File: src/rtl/i2s_pkg.sv
// Shared constants for the I2S transmit path (i2s_tx and its feed stage).
package i2s_pkg;

    localparam int I2S_WIDTH      = 32;
    localparam int I2S_SCLK_DIV   = 4;
    localparam int I2S_FIFO_DEPTH = 4;

    localparam logic I2S_SLOT_LEFT  = 1'b0;
    localparam logic I2S_SLOT_RIGHT = 1'b1;

endpackage

File: src/rtl/i2s_tx_feed_if.sv
// Valid/ready stereo frame stream feeding i2s_tx_feed.
interface i2s_tx_feed_if #(
    parameter int WIDTH = i2s_pkg::I2S_WIDTH
);

    logic             s_valid;
    logic             s_ready;
    logic [WIDTH-1:0] s_ldata;
    logic [WIDTH-1:0] s_rdata;

    modport master (output s_valid, output s_ldata, output s_rdata, input s_ready);
    modport slave  (input s_valid, input s_ldata, input s_rdata, output s_ready);

endinterface

File: src/rtl/sync_fifo.sv
// Single-clock FIFO with registered read data; writes when full and reads when empty are ignored.
module sync_fifo #(
    parameter int DATA_W = 64,
    parameter int DEPTH  = 4
) (
    input  logic              clk,
    input  logic              rst,
    input  logic              wr_en,
    input  logic [DATA_W-1:0] wr_data,
    input  logic              rd_en,
    output logic [DATA_W-1:0] rd_data,
    output logic              full,
    output logic              empty
);

    localparam int AW = (DEPTH > 1) ? $clog2(DEPTH) : 1;

    logic [DATA_W-1:0] mem [DEPTH];
    logic [AW-1:0]     wr_ptr;
    logic [AW-1:0]     rd_ptr;
    logic [AW:0]       count;
    logic              do_wr;
    logic              do_rd;

    assign full  = (count == (AW+1)'(DEPTH));
    assign empty = (count == '0);
    assign do_wr = wr_en && !full;
    assign do_rd = rd_en && !empty;

    always_ff @(posedge clk) begin
        if (do_wr) begin
            mem[wr_ptr] <= wr_data;
        end
    end

    // Pointers wrap by natural binary overflow since DEPTH is a power of two.
    always_ff @(posedge clk) begin
        if (rst) begin
            wr_ptr  <= '0;
            rd_ptr  <= '0;
            count   <= '0;
            rd_data <= '0;
        end else begin
            if (do_wr) begin
                wr_ptr <= wr_ptr + 1'b1;
            end
            if (do_rd) begin
                rd_data <= mem[rd_ptr];
                rd_ptr  <= rd_ptr + 1'b1;
            end
            unique case ({do_wr, do_rd})
                2'b10:   count <= count + 1'b1;
                2'b01:   count <= count - 1'b1;
                default: count <= count;
            endcase
        end
    end

endmodule

File: src/rtl/i2s_tx_feed.sv
// I2S feed: sclk/lrck generation plus a frame FIFO presented once per lrck period.
// Optional I2S_TX_FEED_MUTE_EN: outputs are zeroed on underrun instead of repeating the last frame.
module i2s_tx_feed
    import i2s_pkg::*;
#(
    parameter int WIDTH      = I2S_WIDTH,
    parameter int SCLK_DIV   = I2S_SCLK_DIV,
    parameter int FIFO_DEPTH = I2S_FIFO_DEPTH
) (
    input  logic             clk,
    input  logic             rst,
    i2s_tx_feed_if.slave     s,
    output logic             sclk,
    output logic             lrck,
    output logic [WIDTH-1:0] pldout,
    output logic [WIDTH-1:0] prdout,
    output logic             underrun
);

    localparam int DIV_W = (SCLK_DIV > 1) ? $clog2(SCLK_DIV) : 1;
    localparam int BIT_W = (WIDTH > 1) ? $clog2(WIDTH) : 1;

    logic [DIV_W-1:0]   div_cnt;
    logic [BIT_W-1:0]   bit_cnt;
    logic               div_last;
    logic               bit_last;
    logic               fall_evt;
    logic               frame_evt;
    logic               push;
    logic               pop;
    logic               fifo_full;
    logic               fifo_empty;
    logic [2*WIDTH-1:0] head_q;

    assign div_last  = (div_cnt == DIV_W'(SCLK_DIV - 1));
    assign bit_last  = (bit_cnt == BIT_W'(WIDTH - 1));
    assign fall_evt  = div_last && sclk;
    assign frame_evt = fall_evt && bit_last && (lrck == I2S_SLOT_RIGHT);

    always_ff @(posedge clk) begin
        if (rst) begin
            div_cnt <= '0;
            sclk    <= 1'b0;
        end else if (div_last) begin
            div_cnt <= '0;
            sclk    <= ~sclk;
        end else begin
            div_cnt <= div_cnt + 1'b1;
        end
    end

    // Slot boundaries ride on sclk falling edges so lrck never moves mid-bit.
    always_ff @(posedge clk) begin
        if (rst) begin
            bit_cnt <= '0;
            lrck    <= I2S_SLOT_LEFT;
        end else if (fall_evt) begin
            if (bit_last) begin
                bit_cnt <= '0;
                lrck    <= (lrck == I2S_SLOT_LEFT) ? I2S_SLOT_RIGHT : I2S_SLOT_LEFT;
            end else begin
                bit_cnt <= bit_cnt + 1'b1;
            end
        end
    end

    assign s.s_ready = !fifo_full;
    assign push      = s.s_valid && !fifo_full;
    assign pop       = frame_evt && !fifo_empty;

    sync_fifo #(
        .DATA_W (2*WIDTH),
        .DEPTH  (FIFO_DEPTH)
    ) u_fifo (
        .clk     (clk),
        .rst     (rst),
        .wr_en   (push),
        .wr_data ({s.s_ldata, s.s_rdata}),
        .rd_en   (pop),
        .rd_data (head_q),
        .full    (fifo_full),
        .empty   (fifo_empty)
    );

    always_ff @(posedge clk) begin
        if (rst) begin
            underrun <= 1'b0;
        end else begin
            underrun <= frame_evt && fifo_empty;
        end
    end

`ifdef I2S_TX_FEED_MUTE_EN
    logic muted;

    // The FIFO read register keeps the old frame on underrun, so muting masks it until the next pop.
    always_ff @(posedge clk) begin
        if (rst) begin
            muted <= 1'b0;
        end else if (frame_evt) begin
            muted <= fifo_empty;
        end
    end

    assign {pldout, prdout} = muted ? '0 : head_q;
`else
    assign {pldout, prdout} = head_q;
`endif

endmodule

File: src/flat_wrapper.sv
// flat-port wrapper written by rule: the top's interface ports become plain ports
module i2s_tx_feed_flat import i2s_pkg::*;
#(
    parameter int WIDTH      = I2S_WIDTH,
    parameter int SCLK_DIV   = I2S_SCLK_DIV,
    parameter int FIFO_DEPTH = I2S_FIFO_DEPTH
)
  (clk, rst, sclk, lrck, pldout, prdout, underrun, s_s_valid, s_s_ldata, s_s_rdata, s_s_ready);
  i2s_tx_feed_if #(.WIDTH(WIDTH)) s_i ();
  input  logic clk;
  input  logic rst;
  output logic sclk;
  output logic lrck;
  output logic [WIDTH-1:0] pldout;
  output logic [WIDTH-1:0] prdout;
  output logic underrun;
  input wire logic [$bits(s_i.s_valid)-1:0] s_s_valid;
  input wire logic [$bits(s_i.s_ldata)-1:0] s_s_ldata;
  input wire logic [$bits(s_i.s_rdata)-1:0] s_s_rdata;
  output wire logic [$bits(s_i.s_ready)-1:0] s_s_ready;
  assign s_i.s_valid = s_s_valid;
  assign s_i.s_ldata = s_s_ldata;
  assign s_i.s_rdata = s_s_rdata;
  assign s_s_ready = s_i.s_ready;
  i2s_tx_feed #(.WIDTH(WIDTH), .SCLK_DIV(SCLK_DIV), .FIFO_DEPTH(FIFO_DEPTH)) u_core (.clk(clk), .rst(rst), .s(s_i), .sclk(sclk), .lrck(lrck), .pldout(pldout), .prdout(prdout), .underrun(underrun));
endmodule
File: config.mk
export PLATFORM = sky130hd
export DESIGN_NAME = i2s_tx_feed_flat
export DESIGN_NICKNAME = d
export VERILOG_FILES = /design/src/rtl/i2s_pkg.sv /design/src/rtl/i2s_tx_feed_if.sv /design/src/rtl/sync_fifo.sv /design/src/rtl/i2s_tx_feed.sv /design/src/flat_wrapper.sv
export SDC_FILE = /design/constraint.sdc
export NUM_CORES = 1
export LEC_CHECK = 0
export CAP_MARGIN = 20
export CORE_MARGIN = 4
export CORE_UTILIZATION = 56
export DETAILED_ROUTE_END_ITERATION = 6
export PLACE_DENSITY = 0.79
export SLEW_MARGIN = 20
export SYNTH_ARGS = -nofsm -noshare
export SYNTH_HDL_FRONTEND = slang
export SYNTH_SLANG_ARGS = --single-unit
File: constraint.sdc
create_clock -name clk -period 3.5 [get_ports clk]
set_input_delay 0.875 -clock clk [delete_from_list [all_inputs] [get_ports clk]]
set_output_delay 0.875 -clock clk [all_outputs]
set_load 0.02 [all_outputs]
Word level (Yosys, flattened, before mapping). Memory sizes are Yosys's and may differ from the RTL's. A register that Yosys moved wholly into a read port is not among the register bits. Index checks and enable logic that the tools add are counted. Widths: inputs -> output; s select.

Register bits after elaboration: 17. Memory bits (writable): 256. Bits of input ports: 67. Output and inout port bits: 68. Logic and storage cells: 40. Memories: 1.

Memories: u_core.u_fifo.mem (depth 4, bits a word 64, read ports 1, clocked after memory_dff 1, write ports 1, line sync_fifo.sv:18) `logic [DATA_W-1:0] mem [DEPTH];`.

Add/sub/neg operators: 6. Equality and inequality tests: 5. Mux-type cells: 5. Bitwise operators: 1. Reduce and logical (&&, ||, !) cells: 14.

Operator list (number): $logic_and 1x1->1 (8); $add 2x1->2 const B (3); $pmux 3 s2 (1); $add 5x1->5 const B (1); $eq 5x5->1 const B (1); $mux 5 (1); $eq 2x2->1 const B (2); $add 3x1->3 const B (1); $eq 3x3->1 const B (1); $logic_not 3->1 (1); $mux 1 (3); $sub 3x1->3 const B (1); $eq 2x1->1 const B (1); $logic_not 1->1 (2); $reduce_and 2->1 (1); $reduce_bool 2->1 (1); $reduce_or 2->1 (1); $not 1->1 (1).

Logic depth before layout (Yosys ltp).
Depth after elaboration: 8. Gate-level depth with buffers: 12. Mapped depth without buffers: 11.

Cells and area by module. From an unflattened synthesis, not the netlist that was laid out.

Cell total of the unflattened synthesis: 575. Area total of the unflattened synthesis: 12051.6 µm².

By module, submodules not included: sync_fifo (instances 1, cells an instance 528, area each 11618.6 µm², seq. area each 9108.7 µm²); i2s_tx_feed (instances 1, cells an instance 47, area each 432.9 µm², seq. area each 200.2 µm²).

Worst setup path after synthesis. No wires, ideal clock.

Path kind: input to register. From: in s_s_valid. To: mem u_core.u_fifo.mem[0][0] (enable). Library setup time: 429 ps. Data arrival time: 2679 ps. Data required time: 3071 ps. Path slack: 392 ps. Stages: 2. Path buffers: 1. Cell sequence: buf_1 > and3_1.

Cells in the longest elaborated chain, start to end: 4.

RTL lines: start: declaration (line flat_wrapper.sv:17) `input wire logic [$bits(s_i.s_valid)-1:0] s_s_valid;`; $logic_and 1x1->1 (line i2s_tx_feed.sv:68) `assign push = s.s_valid && !fifo_full;`; $logic_and 1x1->1 (line sync_fifo.sv:27) `assign do_wr = wr_en && !full;`; $mux 1 (line sync_fifo.sv:31) `if (do_wr) begin`; $mux 1 (not written as such) (line sync_fifo.sv:32) `mem[wr_ptr] <= wr_data;`; end: declaration (line sync_fifo.sv:18).

No other way between the ends.

Final worst setup path.
From: reg u_core.u_fifo.count[2]. To: out s_s_ready.

Cells in the longest elaborated chain, start to end: 2.

RTL lines: start: declaration (line sync_fifo.sv:21) `logic [AW:0] count;`; start signal: assignment (line sync_fifo.sv:52) `2'b10: count <= count + 1'b1;`; start signal: assignment (line sync_fifo.sv:53) `2'b01: count <= count - 1'b1;`; start signal: assignment (line sync_fifo.sv:54) `default: count <= count;`; $eq 3x3->1 (line sync_fifo.sv:25) `assign full = (count == (AW+1)'(DEPTH));`; $logic_not 1->1 (line i2s_tx_feed.sv:67) `assign s.s_ready = !fifo_full;`; end: declaration (line flat_wrapper.sv:20) `output wire logic [$bits(s_i.s_ready)-1:0] s_s_ready;`.

No other way between the ends.

==> results.toml <==
[route]
firstDrtPassIters = 7
num_vias = 7137
routedWlPerCell_um = 23.7
drc = 0
vias_per_cell = 6.14
drtIter0Drc = 697
routed_wl_um = 27500
ant_nets = 0

[min_path]
hp-class = "reg -> reg"
hold_depth = 1
min_to = "u_core.div_cnt[0]$_SDFF_PP0_"
worstHoldStart = "u_core.div_cnt[0]$_SDFF_PP0_"

[yosys]
synth_common_cells = "edfxtp_1 (256), dfxtp_1 (81), a21oi_1 (74)"
yosysTopAreaCell = "edfxtp_1"
avgSynthCellArea_um2 = 17.3
ys_async_sr_fraction_pct = 0
syn-cell-area_um2 = 12500
synth_top_area_share_pct = 61.3
synth.most_common_cell = "edfxtp_1"
seq_area_frac_synth_pct = 74.2
synth_warnings = 0
synth_ff_type = "edfxtp_1"
synth_edf_count = 256
syn_nets = 800
ys_ff_latch = 337
synth_cells = 724
synth_cell_types = 38
netlist_top_cells_area = "edfxtp_1 (61%), dfxtp_1 (13%), mux4_2 (11%)"

[timing]
fmax_ghz = 0.333
period_minus_slack_ns = 3.01
hold_viol = 0
setup-violations-final = 0
worst_slack_ns = 0.493
finalClockSkew_ns = 0.0102
slew_viol_final = 0
timing.final.crit_share_pct = 85.9
worstMarginPinSlew_ns = 0.975
relSlewSlack_pct = 35.0
grt_setup_unrepaired = "false"
fin_tns_setup_ns = 0

[setup_path]
path_max_fanout = 10
regToRegEndpoint = "u_core.u_fifo.count[2]$_SDFFE_PP0P_"
path_class = "reg -> out"
cp.arrival_ns = 2.13
r2r_start = "u_core.bit_cnt[0]$_SDFFE_PP0N_"
end_kind = "output pin"
worst_ep_required_time_ns = 2.62
reg2reg_slack_ns = 0.72
reg2reg_depth = 11
cp-start-kind = "register"

[placement]
io_buffers = 134
place_ws_ns = 0.636
hpwlAfterDp_um = 16000
place_congestion = 0.759

[finish]
area_growth_syn_to_layout_pct = 21.1
drive_above_1_share_pct = 15.2
nNetsFinal = 931
nFillCells = 1333

[grt]
first_global_vias = 7574
grt_pass1_wl_um = 42700
grt_max_degree = 68
antenna_found_initial = 1
grt-ovfl-total = 0
track_usage_pct = 22.6

[die]
core_region_area_um2 = 22000
die_h_um = 158
start_util_pct = 57.1
dieArea_um2 = 24900
rows = 54
num_io_pins = 135
fp.dieW_um = 158

[status]
outcome = "finished, final reports clean"

[clocking]
clk_pin_slew_worst_paths_ns = 0.06
cts_setup_buffers = 0
ctsHoldBuffers = 0
cts_tree = "done"
post_cts_resized = 0
clock_latency_ns = 0.50
cts-buffers-inserted = 34
cts_root_buf = "clkbuf_16"
clkSinkCount = 337
clockBufferDepth = 3
htreeDepth = 2

[power]
vdd_ir_drop_max_mv = 0.351
p_leak_nw = 4.76
powerDensity_nw_per_um2 = 541

[job]
drv_cap = 0
[logic make-up (layout without fill, tap and decap cells)]
kind of cell | after synthesis | in the layout | synth area share (%)
AO/OA/AOI/OAI | 147 | 147 | 5.98
XOR/XNOR | 4 | 4 | 0.279
adder cells (fa/ha/maj) | 9 | 9 | 0.958
buffers and inverters | 62 | 219 | 2.67
flip-flops | 337 | 337 | 74.2
multiplexers | 64 | 64 | 11.6
other | 0 | 1 | 0
AND/OR/NAND/NOR | 101 | 101 | 4.31
[how the worst max path moves through the flow]
| stage | endpoint | startpoint | slack (ns) | depth (start not counted) |
|---|---|---|---|---|
| after global routing | s_s_ready | u_core.u_fifo.count[2]$_SDFFE_PP0P_ | 0.43 | 2 |
| after global placement | u_core.u_fifo.count[2]$_SDFFE_PP0P_ | s_s_valid | 0.69 | 8 |
| after floorplan | u_core.u_fifo.mem[0][0]$_DFFE_PP_ | s_s_valid | 0.39 | 2 |
| final | s_s_ready | u_core.u_fifo.count[2]$_SDFFE_PP0P_ | 0.49 | 2 |
| after CTS | s_s_ready | u_core.u_fifo.count[2]$_SDFFE_PP0P_ | 0.51 | 2 |
| after detailed placement | u_core.u_fifo.count[2]$_SDFFE_PP0P_ | s_s_valid | 0.64 | 8 |
[through the flow]
step	instances	hold slack (ns)	area, µm²	total power, W	util [%]
finish	1162	0.428	15200	0.00822	69.2
global route	1162	0.461	15200	0.00851	69.2
CTS	1161	0.432	15200	0.00828	69.2
detailed placement	1099	0.420	14200	0.00495	64.4
global placement	1099	0.414	14200	0.00492	64.4
floorplan	724	0.404	12500	0.00474	-
[cells in the final DEF (no fill, tap or decap), types with 3 or more instances in the layout]
cell / count
a21oi_1: 74
and3_4: 4
buf_12: 5
buf_4: 12
clkbuf_1: 16
clkbuf_16: 37
clkdlybuf4s50_1: 133
clkinv_1: 4
clkinv_2: 3
dfxtp_1: 79
edfxtp_1: 256
ha_1: 8
inv_1: 6
mux4_1: 3
mux4_2: 61
nand2_1: 3
nand3_1: 69
nor2_1: 9
o21ai_0: 68
xor2_1: 3
[flip-flops by register name, indices dropped and copies added, names as in the netlist]
signal and count:
u_core.div_cnt 2, u_core.underrun 1, u_core.u_fifo.count 3, u_core.u_fifo.mem 256
u_core.u_fifo.rd_ptr 2, u_core.u_fifo.wr_ptr 2, u_core.u_fifo.rd_data 64, u_core.sclk 1
u_core.bit_cnt 5, u_core.lrck 1
[metal layers]
layer	share of wire, %	GRT usage, %	wire, µm	vias to the layer above
li1	-	-	-	3124
met1	37	29.4	10300	3636
met2	53	38.6	14700	322
met3	6.8	4.37	1880	55
met4	2.5	7.41	679	0
met5	0	0	0	-
[report_power, final]
| group | switching [W] | total [W] | leakage [nW] | internal [W] |
|---|---|---|---|---|
| logic | 0.000250 | 0.000406 | 1.25 | 0.000156 |
| clock network | 0.00139 | 0.00335 | 0.504 | 0.00196 |
| registers | 0.0000385 | 0.00447 | 3.01 | 0.00443 |
| total | 0.00168 | 0.00822 | 4.76 | 0.00655 |
[worst max-delay path, cell delays in order (launching register included)]
cell	delay (ns)
dfxtp_1	0.44
or3b_1	0.56
clkdlybuf4s50_1	0.63
[area by class of cell]
| class | count | area (µm²) | area share [%] |
|---|---|---|---|
| diodes | 1 | 2.50 | 0.0165 |
| clock buffers | 54 | 1000 | 6.58 |
| clock inverters | 8 | 38.8 | 0.255 |
| inverters | 6 | 22.5 | 0.148 |
| multi-input cells | 325 | 2940 | 19.3 |
| flip-flops and latches | 337 | 9320 | 61.3 |
| well taps | 280 | 350 | 2.31 |
| repair buffers | 151 | 1530 | 10.0 |
(Power assumes the default switching activity.)
==> patch, RTL diff (config.mk and constraints unchanged) <==
The package constant `I2S_SCLK_DIV` goes from 4 to 2.
--- a/src/rtl/i2s_pkg.sv
+++ b/src/rtl/i2s_pkg.sv
@@ -4,3 +4,3 @@
     localparam int I2S_WIDTH      = 32;
-    localparam int I2S_SCLK_DIV   = 4;
+    localparam int I2S_SCLK_DIV   = 2;
     localparam int I2S_FIFO_DEPTH = 4;
Check against the original RTL: not equivalent (a bounded check fails within 4 cycles, from zero or initial values and one cycle with rst high).
==> patch against the unedited design <==
Global-route usage is 0.18 points lower; total power is 3.1% higher; utilization is 0.28 points higher; worst setup slack better by 0.065 ns; sequential share of layout area is 0.19 points lower; final area hardly changed; fmax is 2.2% higher; sequential cell count is 1 lower; routed wire length is 1.2% lower; via count is 1.4% lower; synthesized area is 0.53% lower; non-clock buffer count is 3 lower; largest cell class unchanged; largest power group unchanged.
==> patch: results <==
clocking:
  clock_path_buffers: 3
  clk_pin_slew_ns: 0.06
  ctsResizeCount: 0
  cts_buffers: 34
  cts.htree.levels: 2
  clockRootBuffer: "clkbuf_16"
  clkLatencyLatePin_ns: 0.51
detailed_routing:
  wl_mm: 27.2
  drt-initial-drc-count: 574
  drtPass1Iterations: 5
  routed_via_density: 6.09
timing:
  slew_headroom: 0.338
  holdWs_ns: 0.476
  fin_skew_ns: 0.0206
min_path:
  worstHoldStart: "u_core.u_fifo.rd_data[54]$_SDFFE_PP0P_"
  worst_hold_path.num_cells: 2
  min_to: "u_core.u_fifo.rd_data[54]$_SDFFE_PP0P_"
  min_path_type: "register to register"
synth:
  ys_seq_area_frac: 0.745
  synth_nets: 796
  yosys_warnings: 0
  async_flop_share: 0
  synth-edff-count: 256
  synth_top_area_share: 0.616
  netlist_top_cells_count: "edfxtp_1, dfxtp_1, a21oi_1"
  synth.distinct_cells: 34
  synthTopCellsByArea: "edfxtp_1, dfxtp_1, mux4_2"
grt:
  antenna_found_initial: 1
  grt_usage: 0.224
  grt_pass1_wl_mm: 42.3
  grt_max_degree: 68
  grt_pass1_vias: 7475
finish:
  drive_above_1_share: 0.160
  finish.net_count: 924
  reg_top3: "u_core.u_fifo.mem x256, u_core.u_fifo.rd_data x64, u_core.bit_cnt x5"
critical_path:
  worst_r2r_path_depth: 11
  worstPathArrival_ns: 2.07
  reg2reg_to: "u_core.u_fifo.count[2]$_SDFFE_PP0P_"
  regToRegSetupSlack_ns: 0.68
  cp_top_family: "buffers and inverters"
  worst-path-max-fanout: 10
  critPathMaxStageDelay_ns: 0.61
run_status:
  outcome: "finished, final reports clean"
place:
  numPortBuffers: 134
  placed_area_mm2: 0.0141
  post-place-ws_ns: 0.622
  gp_congestion: 0.772
  post-dp-hpwl_mm: 15.8
pwr:
  ir_drop_mv: 0.410
  p_leak_uw: 0.00478
## patch: metal layers
metal	GRT usage	wire, um	vias up
met1	0.282	10300	3585
li1	-	-	3102
met2	0.395	14400	287
met5	0	0	-
met4	0.0799	869	0
met3	0.0379	1680	63
## patch: stage by stage
step	std cells	power [uW]
2_1_floorplan	721	4730
3_3_place_gp	1093	4910
3_5_place_dp	1093	4940
4_1_cts	1154	8530
5_1_grt	1155	8750
6_report	1155	8480
## patch: final cells by class
type | instances | area (um^2)
antenna | 1 | 2.50
tap | 280 | 350
timing repair buffer | 148 | 1520
sequential | 336 | 9300
clock buffer | 43 | 926
clock inverter | 18 | 205
fill | 1368 | 6680
multi-input combinational | 323 | 2890
inverter | 6 | 22.5
## patch: report_power, final
part           internal (uW)  switching [uW]
Combinational            155             245
Clock                   2180            1440
Sequential              4420            39.3
Total                   6750            1730
## patch: kinds of logic (layout without fill, tap and decap cells)
kind of cell,count (synthesis),after routing,synth area share
compound gates,146,146,0.0597
xor+xnor,4,4,0.00281
fa+ha+maj,8,8,0.00862
buf+inv,62,215,0.0263
flops,336,336,0.745
mux,65,65,0.116
other cells,0,1,0
simple gates,100,100,0.0417
## patch: how the worst max path moves through the flow
stage                                                   start                                   to  slack, ns
after global placement                              s_s_valid  u_core.u_fifo.count[2]$_SDFFE_PP0P_       0.67
after CTS                 u_core.u_fifo.count[2]$_SDFFE_PP0P_                            s_s_ready       0.54
after floorplan                                     s_s_valid    u_core.u_fifo.mem[0][0]$_DFFE_PP_       0.39
after detailed placement                            s_s_valid  u_core.u_fifo.count[2]$_SDFFE_PP0P_       0.62
final                     u_core.u_fifo.count[2]$_SDFFE_PP0P_                            s_s_ready       0.56
after global routing           u_core.bit_cnt[0]$_SDFFE_PP0N_  u_core.u_fifo.count[2]$_SDFFE_PP0P_       0.43
